$ cat config.mk
export PLATFORM = sky130hd
export DESIGN_NAME = multicycle_control_unit_flat
export DESIGN_NICKNAME = d
export VERILOG_FILES = /design/src/rtl/multicycle_control_unit_if.sv /design/src/rtl/multicycle_control_unit.sv /design/src/flat_wrapper.sv
export SDC_FILE = /design/constraint.sdc
export NUM_CORES = 1
export LEC_CHECK = 0
export CAP_MARGIN = 20
export CELL_PAD_IN_SITES_DETAIL_PLACEMENT = 1
export CELL_PAD_IN_SITES_GLOBAL_PLACEMENT = 1
export CORE_ASPECT_RATIO = 0.9
export CORE_UTILIZATION = 35
export DETAILED_ROUTE_END_ITERATION = 10
export GPL_TIMING_DRIVEN = 0
export PLACE_DENSITY = 0.91
export SLEW_MARGIN = 20
export SYNTH_ARGS = -nofsm -noshare
export SYNTH_HDL_FRONTEND = slang
export SYNTH_SLANG_ARGS = --single-unit
$ cat constraint.sdc
create_clock -name CLK -period 2.23 [get_ports CLK]
set_input_delay 0.446 -clock CLK [delete_from_list [all_inputs] [get_ports CLK]]
set_output_delay 0.446 -clock CLK [all_outputs]
set_load 0.1 [all_outputs]
$ cat src/rtl/multicycle_control_unit_if.sv
// Bus between the multicycle control unit and its datapath.
// The master side is the control unit: it reads Opcode/Funct/Zero/MemReady
// from the instruction register, ALU and memory, and drives every control
// line, the exported State code, the Illegal pulse and the retired count.
// The slave side is the datapath (or a bench standing in for it).
interface multicycle_control_unit_if #(
  parameter int ALUCTRL_WIDTH = 4,
  parameter int RETIRE_WIDTH  = 32,
  parameter int STATE_WIDTH   = 4
);
  logic [5:0]               Opcode;
  logic [5:0]               Funct;
  logic                     Zero;
  logic                     MemReady;
  logic                     IorD;
  logic                     MemRead;
  logic                     MemWrite;
  logic                     IRWrite;
  logic                     RegDst;
  logic                     MemtoReg;
  logic                     RegWrite;
  logic                     ALUSrcA;
  logic [1:0]               ALUSrcB;
  logic [1:0]               PCSrc;
  logic                     PCEn;
  logic [ALUCTRL_WIDTH-1:0] ALUControl;
  logic [STATE_WIDTH-1:0]   State;
  logic                     Illegal;
  logic [RETIRE_WIDTH-1:0]  InstrRetired;

  modport master (
    input  Opcode, Funct, Zero, MemReady,
    output IorD, MemRead, MemWrite, IRWrite, RegDst, MemtoReg, RegWrite,
           ALUSrcA, ALUSrcB, PCSrc, PCEn, ALUControl, State, Illegal, InstrRetired
  );

  modport slave (
    output Opcode, Funct, Zero, MemReady,
    input  IorD, MemRead, MemWrite, IRWrite, RegDst, MemtoReg, RegWrite,
           ALUSrcA, ALUSrcB, PCSrc, PCEn, ALUControl, State, Illegal, InstrRetired
  );
endinterface

$ cat src/rtl/multicycle_control_unit.sv
// Multicycle MIPS control unit: a Moore FSM stepping fetch, decode, execute,
// memory and writeback for R-type, lw, sw, beq, addi and j.
// Ports: CLK (rising edge), Reset (synchronous, active-low), bus (master
// modport of multicycle_control_unit_if carrying Opcode/Funct/Zero/MemReady
// in and all datapath controls, State, Illegal and InstrRetired out).
// State-decoded controls are registered: they are computed from the next
// state and loaded together with it. IRWrite, PCEn, Illegal and the EXECUTE
// ALUControl depend on live inputs and are decoded from the current state.
module multicycle_control_unit #(
  parameter int ALUCTRL_WIDTH = 4,
  parameter int RETIRE_WIDTH  = 32,
  parameter int STATE_WIDTH   = 4
) (
  input logic                      CLK,
  input logic                      Reset,
  multicycle_control_unit_if.master bus
);

  localparam logic [3:0] ALU_AND = 4'b0000;
  localparam logic [3:0] ALU_OR  = 4'b0001;
  localparam logic [3:0] ALU_ADD = 4'b0010;
  localparam logic [3:0] ALU_SUB = 4'b0110;
  localparam logic [3:0] ALU_SLT = 4'b0111;
  localparam logic [3:0] ALU_NOR = 4'b1100;

  localparam logic [5:0] OP_RTYPE = 6'b000000;
  localparam logic [5:0] OP_LW    = 6'b100011;
  localparam logic [5:0] OP_SW    = 6'b101011;
  localparam logic [5:0] OP_BEQ   = 6'b000100;
  localparam logic [5:0] OP_ADDI  = 6'b001000;
  localparam logic [5:0] OP_J     = 6'b000010;

  typedef enum logic [3:0] {
    S_FETCH    = 4'd0,  S_DECODE   = 4'd1,  S_MEMADR  = 4'd2,  S_MEMREAD = 4'd3,
    S_MEMWB    = 4'd4,  S_MEMWRITE = 4'd5,  S_EXECUTE = 4'd6,  S_ALUWB   = 4'd7,
    S_BRANCH   = 4'd8,  S_ADDIEXEC = 4'd9,  S_ADDIWB  = 4'd10, S_JUMP    = 4'd11
  } state_t;

  typedef struct packed {
    logic       iord;
    logic       mem_read;
    logic       mem_write;
    logic       reg_dst;
    logic       mem_to_reg;
    logic       reg_write;
    logic       alu_src_a;
    logic [1:0] alu_src_b;
    logic [1:0] pc_src;
    logic       branch;
    logic [3:0] alu_op;
  } ctrl_t;

  // Pure state decode of the Moore controls; anything not listed stays 0.
  function automatic ctrl_t state_ctrl(input state_t s);
    ctrl_t c;
    c = '0;
    case (s)
      S_FETCH:    begin c.mem_read = 1'b1; c.alu_src_b = 2'b01; c.alu_op = ALU_ADD; end
      S_DECODE:   begin c.alu_src_b = 2'b11; c.alu_op = ALU_ADD; end
      S_MEMADR:   begin c.alu_src_a = 1'b1; c.alu_src_b = 2'b10; c.alu_op = ALU_ADD; end
      S_MEMREAD:  begin c.iord = 1'b1; c.mem_read = 1'b1; end
      S_MEMWB:    begin c.mem_to_reg = 1'b1; c.reg_write = 1'b1; end
      S_MEMWRITE: begin c.iord = 1'b1; c.mem_write = 1'b1; end
      S_EXECUTE:  begin c.alu_src_a = 1'b1; c.alu_src_b = 2'b00; end
      S_ALUWB:    begin c.reg_dst = 1'b1; c.reg_write = 1'b1; end
      S_BRANCH:   begin c.alu_src_a = 1'b1; c.alu_op = ALU_SUB; c.branch = 1'b1; c.pc_src = 2'b01; end
      S_ADDIEXEC: begin c.alu_src_a = 1'b1; c.alu_src_b = 2'b10; c.alu_op = ALU_ADD; end
      S_ADDIWB:   begin c.reg_write = 1'b1; end
      S_JUMP:     begin c.pc_src = 2'b10; end
      default:    begin c = '0; end
    endcase
    return c;
  endfunction

  // Returns {known, alu_op}; unknown functs fall back to ADD.
  function automatic logic [4:0] funct_decode(input logic [5:0] f);
    logic [4:0] r;
    case (f)
      6'b100000: r = {1'b1, ALU_ADD};
      6'b100010: r = {1'b1, ALU_SUB};
      6'b100100: r = {1'b1, ALU_AND};
      6'b100101: r = {1'b1, ALU_OR};
      6'b101010: r = {1'b1, ALU_SLT};
      6'b100111: r = {1'b1, ALU_NOR};
      default:   r = {1'b0, ALU_ADD};
    endcase
    return r;
  endfunction

  state_t                  state_r;
  state_t                  next_state_s;
  ctrl_t                   ctrl_r;
  logic [RETIRE_WIDTH-1:0] retired_r;
  logic [4:0]              funct_info_s;
  logic                    retire_s;
  logic                    illegal_s;
  logic                    pc_write_s;

  assign funct_info_s = funct_decode(bus.Funct);

  // Next-state selection from the current state and the live inputs.
  always_comb begin
    next_state_s = S_FETCH;
    illegal_s    = 1'b0;
    retire_s     = 1'b0;
    case (state_r)
      S_FETCH: begin
        if (bus.MemReady) next_state_s = S_DECODE;
        else              next_state_s = S_FETCH;
      end
      S_DECODE: begin
        case (bus.Opcode)
          OP_LW, OP_SW: next_state_s = S_MEMADR;
          OP_RTYPE:     next_state_s = S_EXECUTE;
          OP_BEQ:       next_state_s = S_BRANCH;
          OP_ADDI:      next_state_s = S_ADDIEXEC;
          OP_J:         next_state_s = S_JUMP;
          default: begin
            next_state_s = S_FETCH;
            illegal_s    = 1'b1;
          end
        endcase
      end
      S_MEMADR: begin
        if (bus.Opcode == OP_LW)      next_state_s = S_MEMREAD;
        else if (bus.Opcode == OP_SW) next_state_s = S_MEMWRITE;
        else                          next_state_s = S_FETCH;
      end
      S_MEMREAD: begin
        if (bus.MemReady) next_state_s = S_MEMWB;
        else              next_state_s = S_MEMREAD;
      end
      S_MEMWRITE: begin
        // A store retires in the cycle memory accepts it.
        if (bus.MemReady) begin
          next_state_s = S_FETCH;
          retire_s     = 1'b1;
        end else begin
          next_state_s = S_MEMWRITE;
        end
      end
      S_EXECUTE: begin
        if (funct_info_s[4]) begin
          next_state_s = S_ALUWB;
        end else begin
          next_state_s = S_FETCH;
          illegal_s    = 1'b1;
        end
      end
      S_ADDIEXEC: next_state_s = S_ADDIWB;
      S_MEMWB, S_ALUWB, S_ADDIWB, S_BRANCH, S_JUMP: begin
        next_state_s = S_FETCH;
        retire_s     = 1'b1;
      end
      default: next_state_s = S_FETCH;
    endcase
  end

  // State register, registered controls and retired-instruction counter.
  always_ff @(posedge CLK) begin
    if (!Reset) begin
      state_r   <= S_FETCH;
      ctrl_r    <= state_ctrl(S_FETCH);
      retired_r <= '0;
    end else begin
      state_r <= next_state_s;
      ctrl_r  <= state_ctrl(next_state_s);
      if (retire_s) retired_r <= retired_r + {{(RETIRE_WIDTH-1){1'b0}}, 1'b1};
      else          retired_r <= retired_r;
    end
  end

  // PC loads on a completed fetch or a jump; beq adds the Zero-qualified path.
  assign pc_write_s = ((state_r == S_FETCH) & bus.MemReady) | (state_r == S_JUMP);

  assign bus.IorD         = ctrl_r.iord;
  assign bus.MemRead      = ctrl_r.mem_read;
  assign bus.MemWrite     = ctrl_r.mem_write;
  assign bus.IRWrite      = (state_r == S_FETCH) & bus.MemReady;
  assign bus.RegDst       = ctrl_r.reg_dst;
  assign bus.MemtoReg     = ctrl_r.mem_to_reg;
  assign bus.RegWrite     = ctrl_r.reg_write;
  assign bus.ALUSrcA      = ctrl_r.alu_src_a;
  assign bus.ALUSrcB      = ctrl_r.alu_src_b;
  assign bus.PCSrc        = ctrl_r.pc_src;
  assign bus.PCEn         = pc_write_s | (ctrl_r.branch & bus.Zero);
  assign bus.ALUControl   = (state_r == S_EXECUTE) ? ALUCTRL_WIDTH'(funct_info_s[3:0])
                                                   : ALUCTRL_WIDTH'(ctrl_r.alu_op);
  assign bus.State        = STATE_WIDTH'(state_r);
  assign bus.Illegal      = illegal_s;
  assign bus.InstrRetired = retired_r;

endmodule
$ cat src/flat_wrapper.sv
// flat-port wrapper written by rule: the top's interface ports become plain ports
module multicycle_control_unit_flat 
#(
  parameter int ALUCTRL_WIDTH = 4,
  parameter int RETIRE_WIDTH  = 32,
  parameter int STATE_WIDTH   = 4
)
  (CLK, Reset, bus_Opcode, bus_Funct, bus_Zero, bus_MemReady, bus_IorD, bus_MemRead, bus_MemWrite, bus_IRWrite, bus_RegDst, bus_MemtoReg, bus_RegWrite, bus_ALUSrcA, bus_ALUSrcB, bus_PCSrc, bus_PCEn, bus_ALUControl, bus_State, bus_Illegal, bus_InstrRetired);
  multicycle_control_unit_if #(.ALUCTRL_WIDTH(ALUCTRL_WIDTH), .RETIRE_WIDTH(RETIRE_WIDTH), .STATE_WIDTH(STATE_WIDTH)) bus_i ();
  input logic CLK;
  input logic Reset;
  input wire logic [$bits(bus_i.Opcode)-1:0] bus_Opcode;
  input wire logic [$bits(bus_i.Funct)-1:0] bus_Funct;
  input wire logic [$bits(bus_i.Zero)-1:0] bus_Zero;
  input wire logic [$bits(bus_i.MemReady)-1:0] bus_MemReady;
  output wire logic [$bits(bus_i.IorD)-1:0] bus_IorD;
  output wire logic [$bits(bus_i.MemRead)-1:0] bus_MemRead;
  output wire logic [$bits(bus_i.MemWrite)-1:0] bus_MemWrite;
  output wire logic [$bits(bus_i.IRWrite)-1:0] bus_IRWrite;
  output wire logic [$bits(bus_i.RegDst)-1:0] bus_RegDst;
  output wire logic [$bits(bus_i.MemtoReg)-1:0] bus_MemtoReg;
  output wire logic [$bits(bus_i.RegWrite)-1:0] bus_RegWrite;
  output wire logic [$bits(bus_i.ALUSrcA)-1:0] bus_ALUSrcA;
  output wire logic [$bits(bus_i.ALUSrcB)-1:0] bus_ALUSrcB;
  output wire logic [$bits(bus_i.PCSrc)-1:0] bus_PCSrc;
  output wire logic [$bits(bus_i.PCEn)-1:0] bus_PCEn;
  output wire logic [$bits(bus_i.ALUControl)-1:0] bus_ALUControl;
  output wire logic [$bits(bus_i.State)-1:0] bus_State;
  output wire logic [$bits(bus_i.Illegal)-1:0] bus_Illegal;
  output wire logic [$bits(bus_i.InstrRetired)-1:0] bus_InstrRetired;
  assign bus_i.Opcode = bus_Opcode;
  assign bus_i.Funct = bus_Funct;
  assign bus_i.Zero = bus_Zero;
  assign bus_i.MemReady = bus_MemReady;
  assign bus_IorD = bus_i.IorD;
  assign bus_MemRead = bus_i.MemRead;
  assign bus_MemWrite = bus_i.MemWrite;
  assign bus_IRWrite = bus_i.IRWrite;
  assign bus_RegDst = bus_i.RegDst;
  assign bus_MemtoReg = bus_i.MemtoReg;
  assign bus_RegWrite = bus_i.RegWrite;
  assign bus_ALUSrcA = bus_i.ALUSrcA;
  assign bus_ALUSrcB = bus_i.ALUSrcB;
  assign bus_PCSrc = bus_i.PCSrc;
  assign bus_PCEn = bus_i.PCEn;
  assign bus_ALUControl = bus_i.ALUControl;
  assign bus_State = bus_i.State;
  assign bus_Illegal = bus_i.Illegal;
  assign bus_InstrRetired = bus_i.InstrRetired;
  multicycle_control_unit #(.ALUCTRL_WIDTH(ALUCTRL_WIDTH), .RETIRE_WIDTH(RETIRE_WIDTH), .STATE_WIDTH(STATE_WIDTH)) u_core (.CLK(CLK), .Reset(Reset), .bus(bus_i));
endmodule
; ---- Word-level counts from Yosys, hierarchy flattened
; Cells that the tools add are included.
[totals]
elab_cells = 89
register_bits = 52
output_inout_bits = 54
[classes]
bitwise = 4
addsub = 1
n_mux = 26
eq_ne = 33
n_reduce_logical = 12
[ops]
columns = op, n
row1 = $eq A6 B6 Y1 const B, 8
row2 = $add A32 B1 Y32 const B, 1
row3 = $eq A4 B3 Y1 const B, 8
row4 = $eq A4 B4 Y1 const B, 8
row5 = $pmux W5 S6, 1
row6 = $pmux W4 S7, 1
row7 = $pmux W4 S5, 1
row8 = $eq A4 B2 Y1 const B, 4
row9 = $mux W1, 12
row10 = $mux W3, 4
row11 = $eq A4 B1 Y1 const B, 2
row12 = $logic_not A4 Y1, 2
row13 = $mux W4, 2
row14 = $reduce_or A2 Y1, 4
row15 = $reduce_or A4 Y1, 2
row16 = $eq A6 B2 Y1 const B, 1
row17 = $eq A6 B3 Y1 const B, 1
row18 = $eq A6 B4 Y1 const B, 1
row19 = $logic_not A6 Y1, 1
row20 = $pmux W2 S3, 1
row21 = $pmux W3 S2, 1
row22 = $reduce_or A6 Y1, 1
row23 = $reduce_or A5 Y1, 1
row24 = $pmux W1 S2, 2
row25 = 4 further kinds, 6

; ---- Logic depth before layout (Yosys ltp)
[logic_depth]
depth_word = 7
mapped_depth = 9

; ---- Worst setup path before layout
; No wires, ideal clock.
[synth_path]
path_type = reg2out
start = register u_core.state_r[3] (netlist: u_core.bus.State[3])
end = output port bus_PCEn
t_arrival_ns = 3.637
stages_incl_launch_ff = 5
t_required_ns = 1.784
path_slack_ns = -1.853
cell_sequence = dfxtp_1 clkbuf_1 and3_1 a31oi_1 o21ai_0
[synth_via]
elab_chain_len = 4
[synth_lines]
columns = element, line_no
row1 = "start, declared", multicycle_control_unit.sv:90  ; state_t state_r;
row2 = "start signal, assigned", multicycle_control_unit.sv:166  ; state_r <= next_state_s;
row3 = $logic_not A4 Y1, multicycle_control_unit.sv:174  ; assign pc_write_s = ((state_r == S_FETCH) & bus.MemReady) | (state_r == S_JUMP);
row4 = $and A1 B1 Y1, multicycle_control_unit.sv:174
row5 = $or A1 B1 Y1 (*), multicycle_control_unit.sv:174
row6 = $or A1 B1 Y1 (*), multicycle_control_unit.sv:186  ; assign bus.PCEn = pc_write_s | (ctrl_r.branch & bus.Zero);
row7 = "end, declared", flat_wrapper.sv:26  ; output wire logic [$bits(bus_i.PCEn)-1:0] bus_PCEn;
; Mark *: on every way between the ends. The rest lies on a longest branch, timed or not.

; ---- Worst setup path in the final report
[layout_path]
start = input port bus_Funct[2]
end = output port bus_Illegal
[layout_via]
elab_chain_len = 4
[layout_lines]
columns = element, line_no
row1 = "start, declared", flat_wrapper.sv:13  ; input wire logic [$bits(bus_i.Funct)-1:0] bus_Funct;
row2 = $eq A6 B6 Y1, multicycle_control_unit.sv:78  ; case (f)
row3 = $pmux W5 S6 (*), multicycle_control_unit.sv:78
row4 = $mux W1 (*), multicycle_control_unit.sv:143  ; if (funct_info_s[4]) begin
row5 = $pmux W1 S2 (*), multicycle_control_unit.sv:106  ; case (state_r)
row6 = "end, declared", flat_wrapper.sv:29  ; output wire logic [$bits(bus_i.Illegal)-1:0] bus_Illegal;
; Marks and branches as above.

==> flow_summary_export.csv <==
group,metric,value,unit
floorplanning,die-height,83.47,um
floorplanning,num_io_pins,70,
critical_path,endpoint_kind,"output port",
floorplanning,core-area,7076,sq um
sta,worst_pin_slew,1.036,ns
pwr,peakVddDrop,0.2925,mV
final_layout,fillCellCount,846,
critical_path,crit_path_max_fanout,5,
placed_design,io_buffers,66,
yosys,synth.top_cell.area_share,0.3800,
pwr,p_seq_frac,0.528,
sta,finalClockSkew,0.009489,ns
yosys,synth_seq_cells,49,
min_path,min_from,"u_core.bus.InstrRetired[22]$_SDFFE_PN0P_",
yosys,synth-main-ff-cell,"dfxtp_1",
route,drt-initial-drc-count,75,
sta,fin_crit,2.210,ns
yosys,yosysMostFrequentCell,"dfxtp_1",
yosys,synthesis.nets,318,
pwr,p_per_area,445.4,nW/um^2
floorplanning,chipWidth,92.52,um
pwr,clock_power_share,0.319,
route,wl,7.838,mm
placed_design,hpwl,5.585,mm
yosys,yosys.area.top_type,"dfxtp_1",
sta,fin_crit_sh,0.9911,
pwr,power.leakage,1.815,nW
min_path,holdPathStages,2,
sta,final_hold_viol_count,0,
flow_run,max_cap_violations,0,
pwr,p_total,1.658,mW
critical_path,r2r_start,"u_core.bus.State[0]$_SDFF_PN0_",
grt,grt_max_degree,16,
route,via_per_inst,5.151,
final_layout,n_antenna_cell,0,
critical_path,arrival,1.76,ns
pwr,intPower,1.178,mW
yosys,yosysWarningCount,0,
clock_tree,clk_latency,0.31,ns
grt,grt_pass1_vias,2450,
yosys,synth_compound_area_frac,0.1081,
grt,grt_use_met3,0.05191,
sta,fin_hold_ws,0.4882,ns
route,vias,2462,
critical_path,start_kind,"input port",
clock_tree,cts.sinks,49,
sta,finalMaxSlewViolations,0,
run_status,status,"completed",
sta,fmax,452.4,MHz
yosys,netlist-cell-type-count,54,
yosys,synth_top_family_by_area,"simple AND/OR/NAND/NOR gates",
yosys,async_flop_share,0,
final_layout,syn2layout_area_growth,44.26,%
yosys,synth_edf_count,0,
clock_tree,clk_pin_slew,0.09,ns
yosys,avgSynthCellArea,8.576,sq um
pwr,power_frac_comb,0.153,
clock_tree,root_buffer,"clkbuf_8",
placed_design,gp_congestion,0.8732,
route,ant_nets,0,
grt,use_met1,0.2440,
yosys,synth_commonest_cells,"49 x dfxtp_1, 28 x and2_1, 25 x nand2_1",
final_layout,layout.nets,401,
route,drt_pre_antenna_iters,4,
yosys,synthSimpleGateAreaFrac,0.3219,
grt,busiest_layer,"met2",
critical_path,crit_required,1.78,ns
yosys,synth_area_leaders,"dfxtp_1 38%, and2_1 6.8%, xor2_1 6.4%, nand2_1 3.6%, xnor2_1 3.4%",
grt,antenna_found_initial,0,
grt,grt_pass1_wl,12.14,mm
sta,setup_viol,0,
route,wl_per_cell,16.40,um
floorplanning,die-area,7723,sq um
sta,slew_headroom,0.3122,
critical_path,reg2reg_depth,8,
yosys,synth-seq-area-share,0.3800,
final_layout,postLayoutCoreUtil,0.5263,
grt,use_met2,0.3468,
placed_design,post-place-ws,-1.410,ns
critical_path,critPathKind,"in -> out",
clock_tree,cts_tree,"yes",
sta,setup_tns,0,ns
pwr,power_switching,480.3,uW
yosys,yosys.area_share.xor_xnor,0.09840,
route,drc,0,
grt,grt_overflow,0,
yosys,synthAdderAreaFrac,0.004847,
grt,grt.total_usage,0.1982,
critical_path,critPathLaunch,"bus_Funct[2]",
pwr,switching_share,0.2896,
min_path,hold_class,"reg -> reg",
floorplanning,start_util,0.3648,
sta,setup_slack,0.01980,ns
final_layout,drive_gt1_frac,0.2286,
clock_tree,numCtsBuffers,5,
yosys,synth_mux_area_frac,0.02375,
yosys,netlist_area,2581,sq um
floorplanning,rows,29,
clock_tree,clockBufferDepth,2,
yosys,synthCells,301,
clock_tree,cts_max_level,2,
## flip-flops by register name (all words and copies together) (netlist names)
signal,count
u_core.bus.ALUSrcB,2
u_core.bus.MemRead,1
u_core.bus.RegWrite,1
u_core.bus.ALUSrcA,1
u_core.bus.InstrRetired,32
u_core.bus.IorD,1
u_core.ctrl_r,2
u_core.bus.MemtoReg,1
u_core.bus.PCSrc,2
u_core.bus.State,4
u_core.bus.MemWrite,1
u_core.bus.RegDst,1
## layer usage
| layer | up-vias | share of wire |
|---|---|---|
| li1 | 1201 | - |
| met1 | 1193 | 0.43 |
| met2 | 60 | 0.51 |
| met3 | 8 | 0.055 |
| met4 | 0 | 0.0078 |
| met5 | - | 0 |
## metrics by stage
stage	cell area, sq um	instances
finish	3724	478
CTS	3581	471
detailed placement	3471	460
global placement	3471	460
floorplan	2694	301
global route	3724	478
## cells by family (layout without fill, tap and decap cells)
kind of cell             after synthesis  after routing
AO/OA/AOI/OAI                         38             38
AND/OR/NAND/NOR                      143            143
multiplexers                           6              6
adder cells (fa/ha/maj)                1              1
buffers and inverters                 35            119
XOR/XNOR                              29             29
flip-flops                            49             49
## path summary, 6_finish.rpt
| check | to | slack, ns |
|---|---|---|
| max | bus_Illegal | 0.02 |
| min | u_core.bus.InstrRetired[22]$_SDFFE_PN0P_ | 0.49 |
| max reg2reg | u_core.bus.InstrRetired[30]$_SDFFE_PN0P_ | 0.10 |
| min reg2reg | u_core.bus.InstrRetired[22]$_SDFFE_PN0P_ | 0.49 |
## power groups by stage
stage | registers (mW) | clock network [mW] | logic, mW
floorplan | 0.922 | 0 | 0.135
global route | 0.877 | 0.585 | 0.267
detailed placement | 0.897 | 0 | 0.233
finish | 0.876 | 0.529 | 0.253
CTS | 0.876 | 0.551 | 0.235
global placement | 0.896 | 0 | 0.229
## final cells by class
cell class / count / area (sq um) / share of cell area
clock buffer: 6 / 72.57 / 0.01949
inverter: 16 / 60.06 / 0.01613
buffer: 18 / 100.1 / 0.02688
timing repair buffer: 77 / 748.2 / 0.2009
clock inverter: 2 / 12.51 / 0.003360
sequential: 49 / 1032 / 0.2772
multi-input combinational: 217 / 1582 / 0.4247
tap: 93 / 116.4 / 0.03125
## timing repair
action	4_1_cts	5_1_grt
buffers inserted	3	8
hold endpoints to repair	0	0
pin swaps	2	4
setup endpoints to repair	77	30
gates resized for setup	106	31
hold buffers	0	0
## cell usage in the layout (no fill, tap or decap), types with 7 or more instances in the layout
cell / synthesis / routed
and2_1: 28 / 27
buf_4: 4 / 16
clkbuf_1: 12 / 8
dfxtp_1: 49 / 24
dfxtp_2: 0 / 17
dfxtp_4: 0 / 8
dlygate4sd2_1: 0 / 41
dlymetal6s2s_1: 0 / 11
inv_1: 16 / 16
nand2_1: 25 / 23
nand2b_1: 7 / 7
nand3_1: 8 / 8
nor2_1: 13 / 12
nor3_1: 15 / 13
o21ai_0: 9 / 7
xnor2_1: 10 / 10
xor2_1: 19 / 19
## worst max-delay path, cell delays in order
cell             delay [ns]
clkdlybuf4s15_1        0.28
mux2_4                 0.33
o21ai_4                0.19
nand3b_1               0.10
a32o_2                 0.24
buf_8                  0.17
Power figures use the tool's default switching activity.
